==> config.mk <==
export PLATFORM = sky130hd
export DESIGN_NAME = pc_sequencer
export DESIGN_NICKNAME = d
export VERILOG_FILES = /design/src/rtl/pc_pkg.sv /design/src/rtl/pc_target_calc.sv /design/src/rtl/pc_sequencer.sv
export SDC_FILE = /design/constraint.sdc
export NUM_CORES = 1
export LEC_CHECK = 0
export ABC_CLOCK_PERIOD_IN_PS = 11100
export BUFFER_PORTS_ARGS = -buffer_cell sky130_fd_sc_hd__buf_2
export CORE_ASPECT_RATIO = 1.5
export CORE_MARGIN = 4
export CORE_UTILIZATION = 45
export CTS_CLUSTER_DIAMETER = 100
export DETAILED_ROUTE_END_ITERATION = 7
export HOLD_SLACK_MARGIN = 0.1
export PLACE_DENSITY = 0.78
export RECOVER_POWER = 25
export SYNTH_ARGS = -nofsm -noshare
export SYNTH_HDL_FRONTEND = slang
export SYNTH_SLANG_ARGS = --single-unit
export TNS_END_PERCENT = 10
==> constraint.sdc <==
create_clock -name clk -period 11.1 [get_ports clk]
set_clock_uncertainty 0.1 [all_clocks]
set_input_delay 1.11 -clock clk [delete_from_list [all_inputs] [get_ports clk]]
set_output_delay 1.11 -clock clk [all_outputs]
set_load 0.01 [all_outputs]
==> src/rtl/pc_pkg.sv <==
// ============================================================================
// Module      : pc_pkg
// Description : Shared types and default constants for the PC sequencer.
// Revision    : 1.0 - initial release
// ============================================================================
`default_nettype none

package pc_pkg;

    localparam int          PC_INC       = 4;
    localparam logic [31:0] PC_RESET_VEC = 32'h0000_0000;
    localparam logic [31:0] PC_EXC_VEC   = 32'h0000_0180;

    typedef enum logic [2:0] {
        SRC_SEQ  = 3'd0,
        SRC_BR   = 3'd1,
        SRC_J    = 3'd2,
        SRC_JR   = 3'd3,
        SRC_PEND = 3'd4,
        SRC_EXC  = 3'd5,
        SRC_ERET = 3'd6,
        SRC_HOLD = 3'd7
    } pc_src_e;

    typedef enum logic [0:0] {
        PEND_IDLE = 1'b0,
        PEND_FULL = 1'b1
    } pend_state_e;

endpackage : pc_pkg

`default_nettype wire

==> src/rtl/pc_target_calc.sv <==
// ============================================================================
// Module      : pc_target_calc
// Description : Combinational branch / jump / jump-register target selection.
// Revision    : 1.0 - initial release
// ============================================================================
`default_nettype none

module pc_target_calc
    import pc_pkg::*;
#(
    parameter int ADDR_W = 32,
    parameter int INC    = PC_INC
) (
    input  logic [ADDR_W-1:0] inRedirBasePC,
    input  logic              inBranchTaken,
    input  logic [15:0]       inBranchImm,
    input  logic              inJump,
    input  logic [25:0]       inJumpIdx,
    input  logic              inJumpReg,
    input  logic [ADDR_W-1:0] inJumpRegTarget,
    output logic              outRedirect,
    output logic [ADDR_W-1:0] outTarget,
    output pc_src_e           outSrc,
    output logic              outMisalign
);

    logic [ADDR_W-1:0] w_base;
    logic [ADDR_W-1:0] w_branchOffset;
    logic [ADDR_W-1:0] w_branchTarget;
    logic [ADDR_W-1:0] w_jumpTarget;

    assign w_base         = inRedirBasePC + ADDR_W'(INC);
    assign w_branchOffset = {{(ADDR_W-18){inBranchImm[15]}}, inBranchImm, 2'b00};
    assign w_branchTarget = w_base + w_branchOffset;

    // A 28-bit PC has no region bits above the jump index to carry over.
    generate
        if (ADDR_W > 28) begin : g_jumpRegion
            assign w_jumpTarget = {w_base[ADDR_W-1:28], inJumpIdx, 2'b00};
        end else begin : g_jumpFlat
            assign w_jumpTarget = {inJumpIdx, 2'b00};
        end
    endgenerate

    assign outMisalign = inJumpReg && (inJumpRegTarget[1:0] != 2'b00);

    always_comb begin
        outRedirect = 1'b0;
        outTarget   = w_branchTarget;
        outSrc      = SRC_SEQ;
        if (inJumpReg) begin
            // A misaligned JR is not a redirect; the top turns it into a trap.
            outRedirect = !outMisalign;
            outTarget   = inJumpRegTarget;
            outSrc      = SRC_JR;
        end else if (inJump) begin
            outRedirect = 1'b1;
            outTarget   = w_jumpTarget;
            outSrc      = SRC_J;
        end else if (inBranchTaken) begin
            outRedirect = 1'b1;
            outTarget   = w_branchTarget;
            outSrc      = SRC_BR;
        end
    end

endmodule : pc_target_calc

`default_nettype wire

==> src/rtl/pc_sequencer.sv <==
// ============================================================================
// Module      : pc_sequencer
// Description : Program counter with prioritised next-PC select, EPC and a
//               one-entry pending-redirect buffer for stalled fetch.
// Revision    : 1.0 - initial release
// ============================================================================
`default_nettype none

module pc_sequencer
    import pc_pkg::*;
#(
    parameter int          ADDR_W    = 32,
    parameter int          INC       = PC_INC,
    parameter logic [31:0] RESET_VEC = PC_RESET_VEC,
    parameter logic [31:0] EXC_VEC   = PC_EXC_VEC
) (
    input  logic              clk,
    input  logic              rst_n,
    input  logic              inStall,
    input  logic              inBranchTaken,
    input  logic [15:0]       inBranchImm,
    input  logic              inJump,
    input  logic [25:0]       inJumpIdx,
    input  logic              inJumpReg,
    input  logic [ADDR_W-1:0] inJumpRegTarget,
    input  logic [ADDR_W-1:0] inRedirBasePC,
    input  logic              inException,
    input  logic [ADDR_W-1:0] inExcPC,
    input  logic              inEret,
    output logic [ADDR_W-1:0] outPC,
    output logic [ADDR_W-1:0] outPCPlus,
    output logic [ADDR_W-1:0] outEPC,
    output logic              outPendValid,
    output logic              outMisalign
);

    logic [ADDR_W-1:0] r_pc;
    logic [ADDR_W-1:0] r_epc;
    logic [ADDR_W-1:0] r_pendTarget;
    pend_state_e       r_state;

    logic              w_redirect;
    logic [ADDR_W-1:0] w_redirTarget;
    pc_src_e           w_redirSrc;
    logic              w_misalign;

    pc_src_e           w_src;
    logic [ADDR_W-1:0] w_nextPc;
    logic [ADDR_W-1:0] w_nextEpc;
    logic [ADDR_W-1:0] w_nextPendTarget;
    pend_state_e       w_nextState;

    pc_target_calc #(
        .ADDR_W (ADDR_W),
        .INC    (INC)
    ) u_targetCalc (
        .inRedirBasePC   (inRedirBasePC),
        .inBranchTaken   (inBranchTaken),
        .inBranchImm     (inBranchImm),
        .inJump          (inJump),
        .inJumpIdx       (inJumpIdx),
        .inJumpReg       (inJumpReg),
        .inJumpRegTarget (inJumpRegTarget),
        .outRedirect     (w_redirect),
        .outTarget       (w_redirTarget),
        .outSrc          (w_redirSrc),
        .outMisalign     (w_misalign)
    );

    always_comb begin
        w_src            = SRC_HOLD;
        w_nextEpc        = r_epc;
        w_nextPendTarget = r_pendTarget;
        w_nextState      = r_state;
        if (inException || w_misalign) begin
            w_src       = SRC_EXC;
            w_nextEpc   = inException ? inExcPC : inRedirBasePC;
            w_nextState = PEND_IDLE;
        end else if (inEret) begin
            w_src       = SRC_ERET;
            w_nextState = PEND_IDLE;
        end else if (w_redirect && !inStall) begin
            w_src       = w_redirSrc;
            w_nextState = PEND_IDLE;
        end else if (w_redirect) begin
            // Stalled redirect parks in the buffer; a newer one overwrites it.
            w_nextPendTarget = w_redirTarget;
            w_nextState      = PEND_FULL;
        end else if (!inStall && r_state == PEND_FULL) begin
            w_src       = SRC_PEND;
            w_nextState = PEND_IDLE;
        end else if (!inStall) begin
            w_src = SRC_SEQ;
        end
    end

    always_comb begin
        w_nextPc = r_pc;
        case (w_src)
            SRC_SEQ:                 w_nextPc = r_pc + ADDR_W'(INC);
            SRC_BR, SRC_J, SRC_JR:   w_nextPc = w_redirTarget;
            SRC_PEND:                w_nextPc = r_pendTarget;
            SRC_EXC:                 w_nextPc = EXC_VEC[ADDR_W-1:0];
            SRC_ERET:                w_nextPc = r_epc;
            default:                 w_nextPc = r_pc;
        endcase
    end

    always_ff @(posedge clk) begin
        if (!rst_n) begin
            r_pc         <= RESET_VEC[ADDR_W-1:0];
            r_epc        <= '0;
            r_pendTarget <= '0;
            r_state      <= PEND_IDLE;
        end else begin
            r_pc         <= w_nextPc;
            r_epc        <= w_nextEpc;
            r_pendTarget <= w_nextPendTarget;
            r_state      <= w_nextState;
        end
    end

    assign outPC        = r_pc;
    assign outPCPlus    = r_pc + ADDR_W'(INC);
    assign outEPC       = r_epc;
    assign outPendValid = (r_state == PEND_FULL);
    assign outMisalign  = w_misalign;

endmodule : pc_sequencer

`default_nettype wire

==> impl_summary.log <==
[metrics] vias in the first global route: between 8000 and 9000
[metrics] IO Port Bufs: 243
[metrics] class of the tightest hold or removal check: flop to flop
[metrics] critical-path cell list: buf_2 > ha_1 > nand4_1 > nor3_1 > and4_1 > nand2_1 > xnor2_1 > ha_1 > and4_1 > nand3_1 > a21oi_1 > nor2_1 > a21oi_1 > mux2_2 > o21ai_0 > a21oi_1 > nor3_1
[metrics] die height: approximately 170 microns
[metrics] clock tree from TritonCTS: built
[metrics] post-layout total power: 0.00101 W
[metrics] Starting DRT DRC Count: between 700 and 800
[metrics] Peak supply drop: between 0.06 and 0.07 mV
[metrics] CP max-delay cell: nor3_1
[metrics] transition time at the pin with the least slew margin: 1240 ps
[metrics] pin count of the biggest net entering global routing: 69
[metrics] average via count per standard cell: between 6 and 7
[metrics] number of storage elements in the synthesis netlist: between 90 and 100
[metrics] FP Rows: roughly 60
[metrics] CTS clock-pin slew for the worst setup and hold paths: roughly 70 ps
[metrics] # resized after CTS: 0
[metrics] setup tns final: 0 ps
[metrics] final number of max-transition violations: 0
[metrics] residual DRC count: 0
[metrics] routed length per instance: between 20 and 25 microns
[metrics] overall via count from detail_route: approximately 9100
[metrics] critical path data arrival time: around 5700 ps
[metrics] Layout Utilization: 0.546
[metrics] final-layout worst hold slack: 357 ps
[metrics] sort of element at the start of the critical path: input port
[metrics] synth warn: 0
[metrics] detailed placer's ending HPWL: 24.1 mm
[metrics] asr flop ratio synth: 0
[metrics] gr usage total: 0.301
[metrics] RSZ-0062 raised after global routing: no
[metrics] pwr dens: approximately 110 nW/um^2
[metrics] placeable core area: roughly 17000 sq um
[metrics] biggest cell delay along the critical path: 940 ps
[metrics] router iterations before antenna repair: 6
[metrics] leakage power: ~4.1 nW
[metrics] time the worst path needs with I/O delays and setup: 5560 ps
[metrics] number of hold-slack violations in the final timing report: 0
[metrics] gp weighted congestion: between 1 and 1.5
[metrics] global-route wire length before repair: about 47 mm
[metrics] count of flip-flops with a built-in enable after synthesis: 0
[metrics] sequential cell area fraction in the yosys report: 0.246
[metrics] number of instances in the synthesized netlist: between 1000 and 1500
[metrics] number of buffers inserted during clock tree synthesis: 9
[metrics] total setup violations reported at the end of the flow: 0
[metrics] number of antenna violations at the first check in global routing: 1
[metrics] count of unique library cells instantiated by Yosys: 73
[metrics] residual overflow from global routing: 0
[metrics] Highest Clock Rate: 0.180 GHz
[metrics] layout cell share with drive strength beyond 1: 0.189
[metrics] maximum fanout encountered on the critical timing path: 7
[metrics] Tcrit/Tclk final: 0.501
[metrics] hold-fix buffers at CTS: 0
[metrics] outcome: completed
[metrics] Cells on Worst Hold Path: 2
[metrics] DRT Wirelength: between 30 and 40 mm
[metrics] num ports: between 200 and 250
[metrics] fin nets: between 1000 and 1500
[metrics] Skew-Pair Late Insertion Delay: 350 ps
[metrics] antenna violation net count after detailed routing: 0
[metrics] average footprint of a synthesized cell: about 7 sq um
[metrics] Slew headroom: 0.171
[metrics] net count after synthesis: 1292
[metrics] number of max-capacitance violations reported: 0
[metrics] Netlist Area Pre-Place: slightly below 8000 sq um
[metrics] synthesis-to-layout area growth: 19.3%
[metrics] depth of the CTS H-tree: 3
[metrics] Worst path most repeated cell: a21oi_1
[metrics] kind of critical path: input port to flop
[metrics] number of sinks on the clock net: 97
[metrics] initial core utilization: 0.457
[metrics] worst reg2reg path depth: 9
[metrics] setup fix buffers added after clock tree synthesis: 0
[metrics] required time at the endpoint of the critical path: between 10000 and 15000 ps
[metrics] Worst Setup End Kind: flop
[metrics] Horiz. Die Dim: between 100 and 150 microns
[metrics] maximum buffer depth of the clock tree: 2
[metrics] Top FF cell, synth: dfxtp_1
[metrics] cell at the root of the clock tree: clkbuf_16
[metrics] floorplan die area: 19800 sq um
-- layer usage --
metal	share of wire	track usage
met3	0.082	0.0494
met4	0.051	0.155
met5	0	0
met2	0.48	0.495
met1	0.39	0.375
-- report_power, final --
part           internal, W  switching, W
sequential        0.000364     0.0000186
clock             0.000175      0.000143
combinational     0.000116      0.000190
-- state kept, by name, indices dropped and copies added (netlist names) --
name,flops
outPendValid,1
r_pendTarget,32
outPC,32
outEPC,32
-- placed cells by master, fill, tap and decap left out, types with 5 or more instances in the layout --
cell and count:
clkbuf_1 49, nor2_1 102, xor2_1 29, a211oi_1 7, nand2b_1 10, nand2_1 165, nor3_1 23, xnor2_1 47
a221oi_1 7, clkbuf_16 9, buf_4 11, mux2i_1 35, o211ai_1 12, a21oi_1 135, a22oi_1 6, o211a_1 5
nand3_1 47, or3_1 6, a31oi_1 11, nor2b_1 7, a21o_1 9, o21a_1 9, o21ai_0 74, and4_1 8
and3_1 11, inv_1 22, o22ai_1 17, a222oi_1 5, buf_2 195, and2_1 8, dfxtp_1 97, ha_1 36
nand4_1 21, mux2_2 8
-- cell families (layout without fill, tap and decap cells) --
| logic type | count (synthesis) | count (layout) | share of synthesized area |
|---|---|---|---|
| simple gates | 426 | 426 | 0.248 |
| compound gates | 332 | 332 | 0.257 |
| buf+inv | 98 | 295 | 0.0492 |
| flops | 97 | 97 | 0.246 |
| xor+xnor | 76 | 76 | 0.0842 |
| mux | 43 | 43 | 0.0557 |
| fa+ha+maj | 37 | 37 | 0.0595 |
| other cells | 0 | 1 | 0 |
-- area by class of cell --
class | instances | area (sq um)
Tap cell | 213 | 267
Timing Repair Buffer | 254 | 1240
Clock buffer | 10 | 229
Antenna cell | 1 | 2.50
Multi-Input combinational cell | 914 | 5590
Fill cell | 1747 | 7850
Sequential cell | 97 | 1940
Inverter | 25 | 93.8
Clock inverter | 6 | 66.3
-- path summary, 6_finish.rpt --
path,startpoint,endpoint,slack (ps)
worst max-delay path,inRedirBasePC[2],outPC[24],5540
worst max register to register,outPC[5],outPC[31],8350
worst min register to register,r_pendTarget[13],r_pendTarget[13],360
worst min-delay path,r_pendTarget[13],r_pendTarget[13],360
-- worst max-delay path, delay by kind of cell --
family / cells / cell delay, ps
fa+ha+maj: 2 / 570
buf+inv: 1 / 130
compound gates: 4 / 1170
simple gates: 8 / 2190
mux: 1 / 400
xor+xnor: 1 / 150
-- Yosys cell counts, types with 2 or more instances --
cell type	instances	area share
dfxtp_1	97	0.25
or3_1	6	0.0048
nand2_1	165	0.078
xor2_1	29	0.032
and3_1	11	0.0087
a211o_1	2	0.0022
o21a_1	9	0.0086
nand2b_1	10	0.0079
xnor2_1	47	0.052
buf_1	3	0.0014
a21oi_1	135	0.086
clkbuf_1	57	0.027
a31oi_1	11	0.0087
o21bai_1	3	0.0029
ha_1	36	0.057
nand3_1	47	0.030
mux2i_1	35	0.044
a22o_1	2	0.0022
nor3_1	24	0.015
nor4_1	2	0.0016
and4_1	8	0.0089
a222oi_1	5	0.0063
o21ai_1	3	0.0019
inv_1	23	0.011
nand4_1	21	0.017
nor2_1	103	0.049
o2111ai_1	3	0.0033
buf_2	11	0.0070
mux2_2	8	0.011
o211a_1	5	0.0063
o221ai_1	3	0.0033
o21ai_0	74	0.047
o211ai_1	12	0.011
nor2b_1	7	0.0055
and2_1	8	0.0063
nor3b_1	2	0.0019
a21o_1	9	0.0086
o31ai_1	2	0.0019
a211oi_1	7	0.0067
o22ai_1	17	0.013
a221oi_1	7	0.0078
o41ai_1	3	0.0033
buf_4	2	0.0019
a22oi_1	6	0.0057
-- metrics by stage --
| stage | worst slack (ps) | std cells | cell area (sq um) |
|---|---|---|---|
| finish | 5540 | 1520 | 9430 |
| global route | 5230 | 1520 | 9430 |
| CTS | 5660 | 1519 | 9490 |
| detailed placement | 5360 | 1503 | 9190 |
| global placement | 5430 | 1503 | 9190 |
| floorplan | 6480 | 1109 | 7900 |
(Power assumes the default switching activity.)
